`src/rtl/debounce_multi.sv`:
```
// N-channel debouncer: per-channel settle counter and STABLE/SETTLE FSM, clean level plus rise/fall pulses.
// Optional 2-flop input synchroniser enabled by defining DEBOUNCE_SYNC_EN.
module debounce_multi #(
    parameter int CH         = 4,
    parameter int STABLE_CNT = 16,
    parameter bit INIT_LEVEL = 1'b0
) (
    input  logic          clk,
    input  logic          reset,
    input  logic          tick,
    input  logic [CH-1:0] sig_in,
    output logic [CH-1:0] db_sig,
    output logic [CH-1:0] rise,
    output logic [CH-1:0] fall,
    output logic [CH-1:0] busy,
    output logic          any_change
);

    localparam int CNT_W = $clog2(STABLE_CNT + 1);
    localparam logic [CNT_W-1:0] CNT_LAST = CNT_W'(STABLE_CNT - 1);

    typedef enum logic {
        STABLE = 1'b0,
        SETTLE = 1'b1
    } state_t;

    logic [CH-1:0] s;

`ifdef DEBOUNCE_SYNC_EN
    logic [CH-1:0] sync_a;
    logic [CH-1:0] sync_b;

    always_ff @(posedge clk or negedge reset) begin
        if (!reset) begin
            sync_a <= {CH{INIT_LEVEL}};
            sync_b <= {CH{INIT_LEVEL}};
        end else begin
            sync_a <= sig_in;
            sync_b <= sync_a;
        end
    end

    assign s = sync_b;
`else
    assign s = sig_in;
`endif

    for (genvar i = 0; i < CH; i++) begin : g_ch
        state_t           state;
        logic [CNT_W-1:0] cnt;
        logic             level;
        logic             rise_q;
        logic             fall_q;
        logic             busy_q;

        always_ff @(posedge clk or negedge reset) begin
            if (!reset) begin
                state  <= STABLE;
                cnt    <= '0;
                level  <= INIT_LEVEL;
                rise_q <= 1'b0;
                fall_q <= 1'b0;
                busy_q <= 1'b0;
            end else begin
                rise_q <= 1'b0;
                fall_q <= 1'b0;
                case (state)
                    STABLE: begin
                        // Leaving STABLE does not wait for a tick.
                        if (s[i] != level) begin
                            state  <= SETTLE;
                            cnt    <= '0;
                            busy_q <= 1'b1;
                        end
                    end
                    SETTLE: begin
                        if (s[i] == level) begin
                            state  <= STABLE;
                            cnt    <= '0;
                            busy_q <= 1'b0;
                        end else if (tick) begin
                            if (cnt == CNT_LAST) begin
                                level  <= s[i];
                                rise_q <= s[i];
                                fall_q <= ~s[i];
                                state  <= STABLE;
                                cnt    <= '0;
                                busy_q <= 1'b0;
                            end else begin
                                cnt <= cnt + CNT_W'(1);
                            end
                        end
                    end
                    default: begin
                        state  <= STABLE;
                        cnt    <= '0;
                        busy_q <= 1'b0;
                    end
                endcase
            end
        end

        assign db_sig[i] = level;
        assign rise[i]   = rise_q;
        assign fall[i]   = fall_q;
        assign busy[i]   = busy_q;
    end

    assign any_change = |(rise | fall);

endmodule

```
`config.mk`:
```
export PLATFORM = sky130hd
export DESIGN_NAME = debounce_multi
export DESIGN_NICKNAME = d
export VERILOG_FILES = /design/src/rtl/debounce_multi.sv
export SDC_FILE = /design/constraint.sdc
export NUM_CORES = 1
export LEC_CHECK = 0
export CORE_ASPECT_RATIO = 0.5
export CORE_UTILIZATION = 60
export CTS_CLUSTER_DIAMETER = 80
export DETAILED_ROUTE_END_ITERATION = 12
export HOLD_SLACK_MARGIN = 0.02
export PLACE_DENSITY_LB_ADDON = 0.12
export REMOVE_ABC_BUFFERS = 1
export SETUP_SLACK_MARGIN = 0.02
export SLEW_MARGIN = 10
export SYNTH_ARGS = -nofsm -noshare
export SYNTH_HDL_FRONTEND = slang
export SYNTH_SLANG_ARGS = --single-unit
```
`constraint.sdc`:
```
create_clock -name clk -period 2.74 [get_ports clk]
set_input_delay 0.274 -clock clk [delete_from_list [all_inputs] [get_ports clk]]
set_output_delay 0.274 -clock clk [all_outputs]
set_load 0.02 [all_outputs]
```
==> metrics.txt <==
met3 Track Usage GR between 6 and 7%; ant diodes 0; max cap viols 0; DRC violations left 0; Yosys cell types approximately 40; Crit path depth 3; GR Util All Layers about 23%; grt met2 use a little over a third; Die Width about 86 um; DIE AREA about 3800 sq um; First-pass DRT Iterations 4; post-route cell area 2370 sq um; Synth Area in Compound Gates between 10% and 20%; Layout Nets roughly 240; Worst Hold Class in -> async; startpoint types flip-flop; cts repair resizes 0; pin count of the biggest net entering global routing 41; reg2reg end g_ch[3].level$_DFFE_PN0P_; via/cell ratio 5.83; 1st-iter DRT viols 91; port buffer count 23; clock network latency to the later pin of the worst-skew pair roughly 0.29 ns; Synth Instances approximately 220; mean area per synthesized cell a little under 10 sq um; crit path capture type primary output; largest family of logic cells by synthesized area simple AND/OR/NAND/NOR gates; Placed Area about 2300 sq um; Ys Warns 0; Fin. Hold Viols 0; post-synthesis mux area share around 2.1%; final setup vio count 0; Worst Hold Slack roughly 0.10 ns; most common cell in the netlist dfrtp_1; Initial Utilization between 60 and 70%; number of global-route vias before repair about 1,500; Layout Skew 0.0112 ns; register area share after synthesis a little under half; Max Root-Sink Buffers 2; CP max FO 2; Routed wire per std cell 14.1 um; crit path launch g_ch[2].fall_q$_DFF_PN0_; Yosys reg bits 40; number of CTS-inserted buffers 5; simple-gate portion of the synthesized area a little under a quarter; highest clock rate 0.493 GHz; Final Critical Period a little over 2 ns; reg2reg setup slack 1.21 ns; critical path, cell by cell nor4_1 > nand2_1 > clkdlybuf4s50_1; mapped cell area 2110 sq um; top post-synthesis cells by area dfrtp_1, nand2_1, buf_4; antenna violations before repair 0; GRT overflow 0; top post-synthesis cells by count dfrtp_1, nand2_1, buf_4; crit path to any_change; CP bufs+invs 1; PD cells approximately 500 nW/um^2; Top delay family on crit path buffers and inverters; Fin Setup TNS 0 ns; P_leak 1.02 nW; VDD IR max approximately 0.41 mV; fin crit share 74.1%; unrepaired setup endpoints after global routing no; status complete, no violations; Clock transition at path regs ~0.080 ns; EDFF count, synth 0; CTS tree done; CP arrival ~1.8 ns; num rows 14; Critical-path top delay cell clkdlybuf4s50_1; die span in y between 40 and 50 um; area grow syn2layout 12.4%; Worst Max-Slew Pin Slew 0.880 ns; area leader, netlist dfrtp_1; Root Driver clkbuf_8; post-CTS setup buffers 0; CTS Sinks 40; CP max stage delay about 0.55 ns; worst reg2reg path depth 4; Critical Path RT around 2.5 ns; Synth Area in Adders between 2 and 2.5%; Core Area between 3000 and 4000 sq um; routed wire length slightly below 4000 um; Top FF cell, synth dfrtp_1; layout cells sized above 1 approximately 7.9%; relative slew slack 41.4%; ys async rst share 100%; met1 GRT Util about 33%; Slew Viols, Final 0; WS Path Type reg -> out; antenna viol nets, final 0; gr busiest metal met2; Vias ~1,600; H-Tree Depth 2; reg2reg start g_ch[3].cnt[0]$_DFFE_PN0P_; DP Wirelength between 2000 and 3000 um; hold_buf cts 0; first-pass GRT wire length 6680 um; I/O Pins 24; Placer Congestion roughly 0.88; xor/xnor share of the synthesized area 5.29%; Yosys top cell area share 47.5%
## logic make-up (layout without fill, tap and decap cells)
logic type                 Yosys count  after routing
muxes                                4              4
adders and majority gates            4              4
AOI/OAI and AO/OA                   43             43
and+or+nand+nor                     90             90
buffers and inverters               24             36
xor gates and xnor gates            11             11
DFF                                 40             40
## layout make-up
class,count,area (sq um)
Timing Repair Buffer,24,233
Sequential cell,40,1000
Inverter,4,15.0
Fill cell,222,802
Multi-Input combinational cell,152,952
Tap cell,48,60.1
Clock buffer,6,72.6
Clock inverter,2,35.0
## worst min path at each step
stage | from | endpoint | slack [ns]
2_1_floorplan | reset | g_ch[0].busy_q$_DFFE_PN0P_ | -0.02
3_3_place_gp | reset | g_ch[0].cnt[2]$_DFFE_PN0P_ | 0.43
3_5_place_dp | reset | g_ch[0].cnt[2]$_DFFE_PN0P_ | 0.44
4_1_cts | reset | g_ch[1].cnt[1]$_DFFE_PN0P_ | 0.13
5_1_grt | reset | g_ch[3].state$_DFF_PN0_ | 0.17
6_report | reset | g_ch[0].cnt[3]$_DFFE_PN0P_ | 0.10
## state kept, by name, indices dropped and copies added, names as in the netlist
signal       count
g_ch.fall_q      4
g_ch.rise_q      4
g_ch.cnt        20
g_ch.busy_q      4
g_ch.state       4
g_ch.level       4
## cells in the final DEF, fill, tap and decap left out, types with 5 or more instances in the layout
cell type        count
dfrtp_1             40
nand2_1             36
clkdlybuf4s50_1     22
o21ai_0             13
nand3_1             12
nor3b_1              9
o22ai_1              9
nor2_1               6
xor2_1               6
clkbuf_8             5
## per-layer routing
layer | wire, um | share of wire, % | vias up
met2 | 1720 | 44 | 46
met4 | 19 | 0.49 | 0
met3 | 204 | 5.2 | 4
met5 | 0 | 0 | -
li1 | - | - | 786
met1 | 1950 | 50 | 773
## report_power, final
part	total, mW	switching [mW]	internal [mW]
Combinational	0.104	0.0624	0.0412
Sequential	0.625	0.0198	0.605
Clock	0.467	0.197	0.270
Total	1.20	0.279	0.917
## worst register-to-register path: stages, from the launching register on
cell	delay (ns)
dfrtp_1	0.43
ha_1	0.25
and4b_1	0.23
nand3_1	0.16
mux2_2	0.36
## metrics by stage
stage | instances | util [%] | total power [mW] | worst slack, ns
finish | 276 | 74.7 | 1.20 | 0.710
global route | 276 | 74.7 | 1.24 | 0.602
CTS | 276 | 74.7 | 1.21 | 0.711
detailed placement | 268 | 71.3 | 0.739 | 0.684
global placement | 268 | 71.3 | 0.735 | 0.740
floorplan | 196 | - | 0.683 | 1.34
Power figures use the tool's default switching activity.
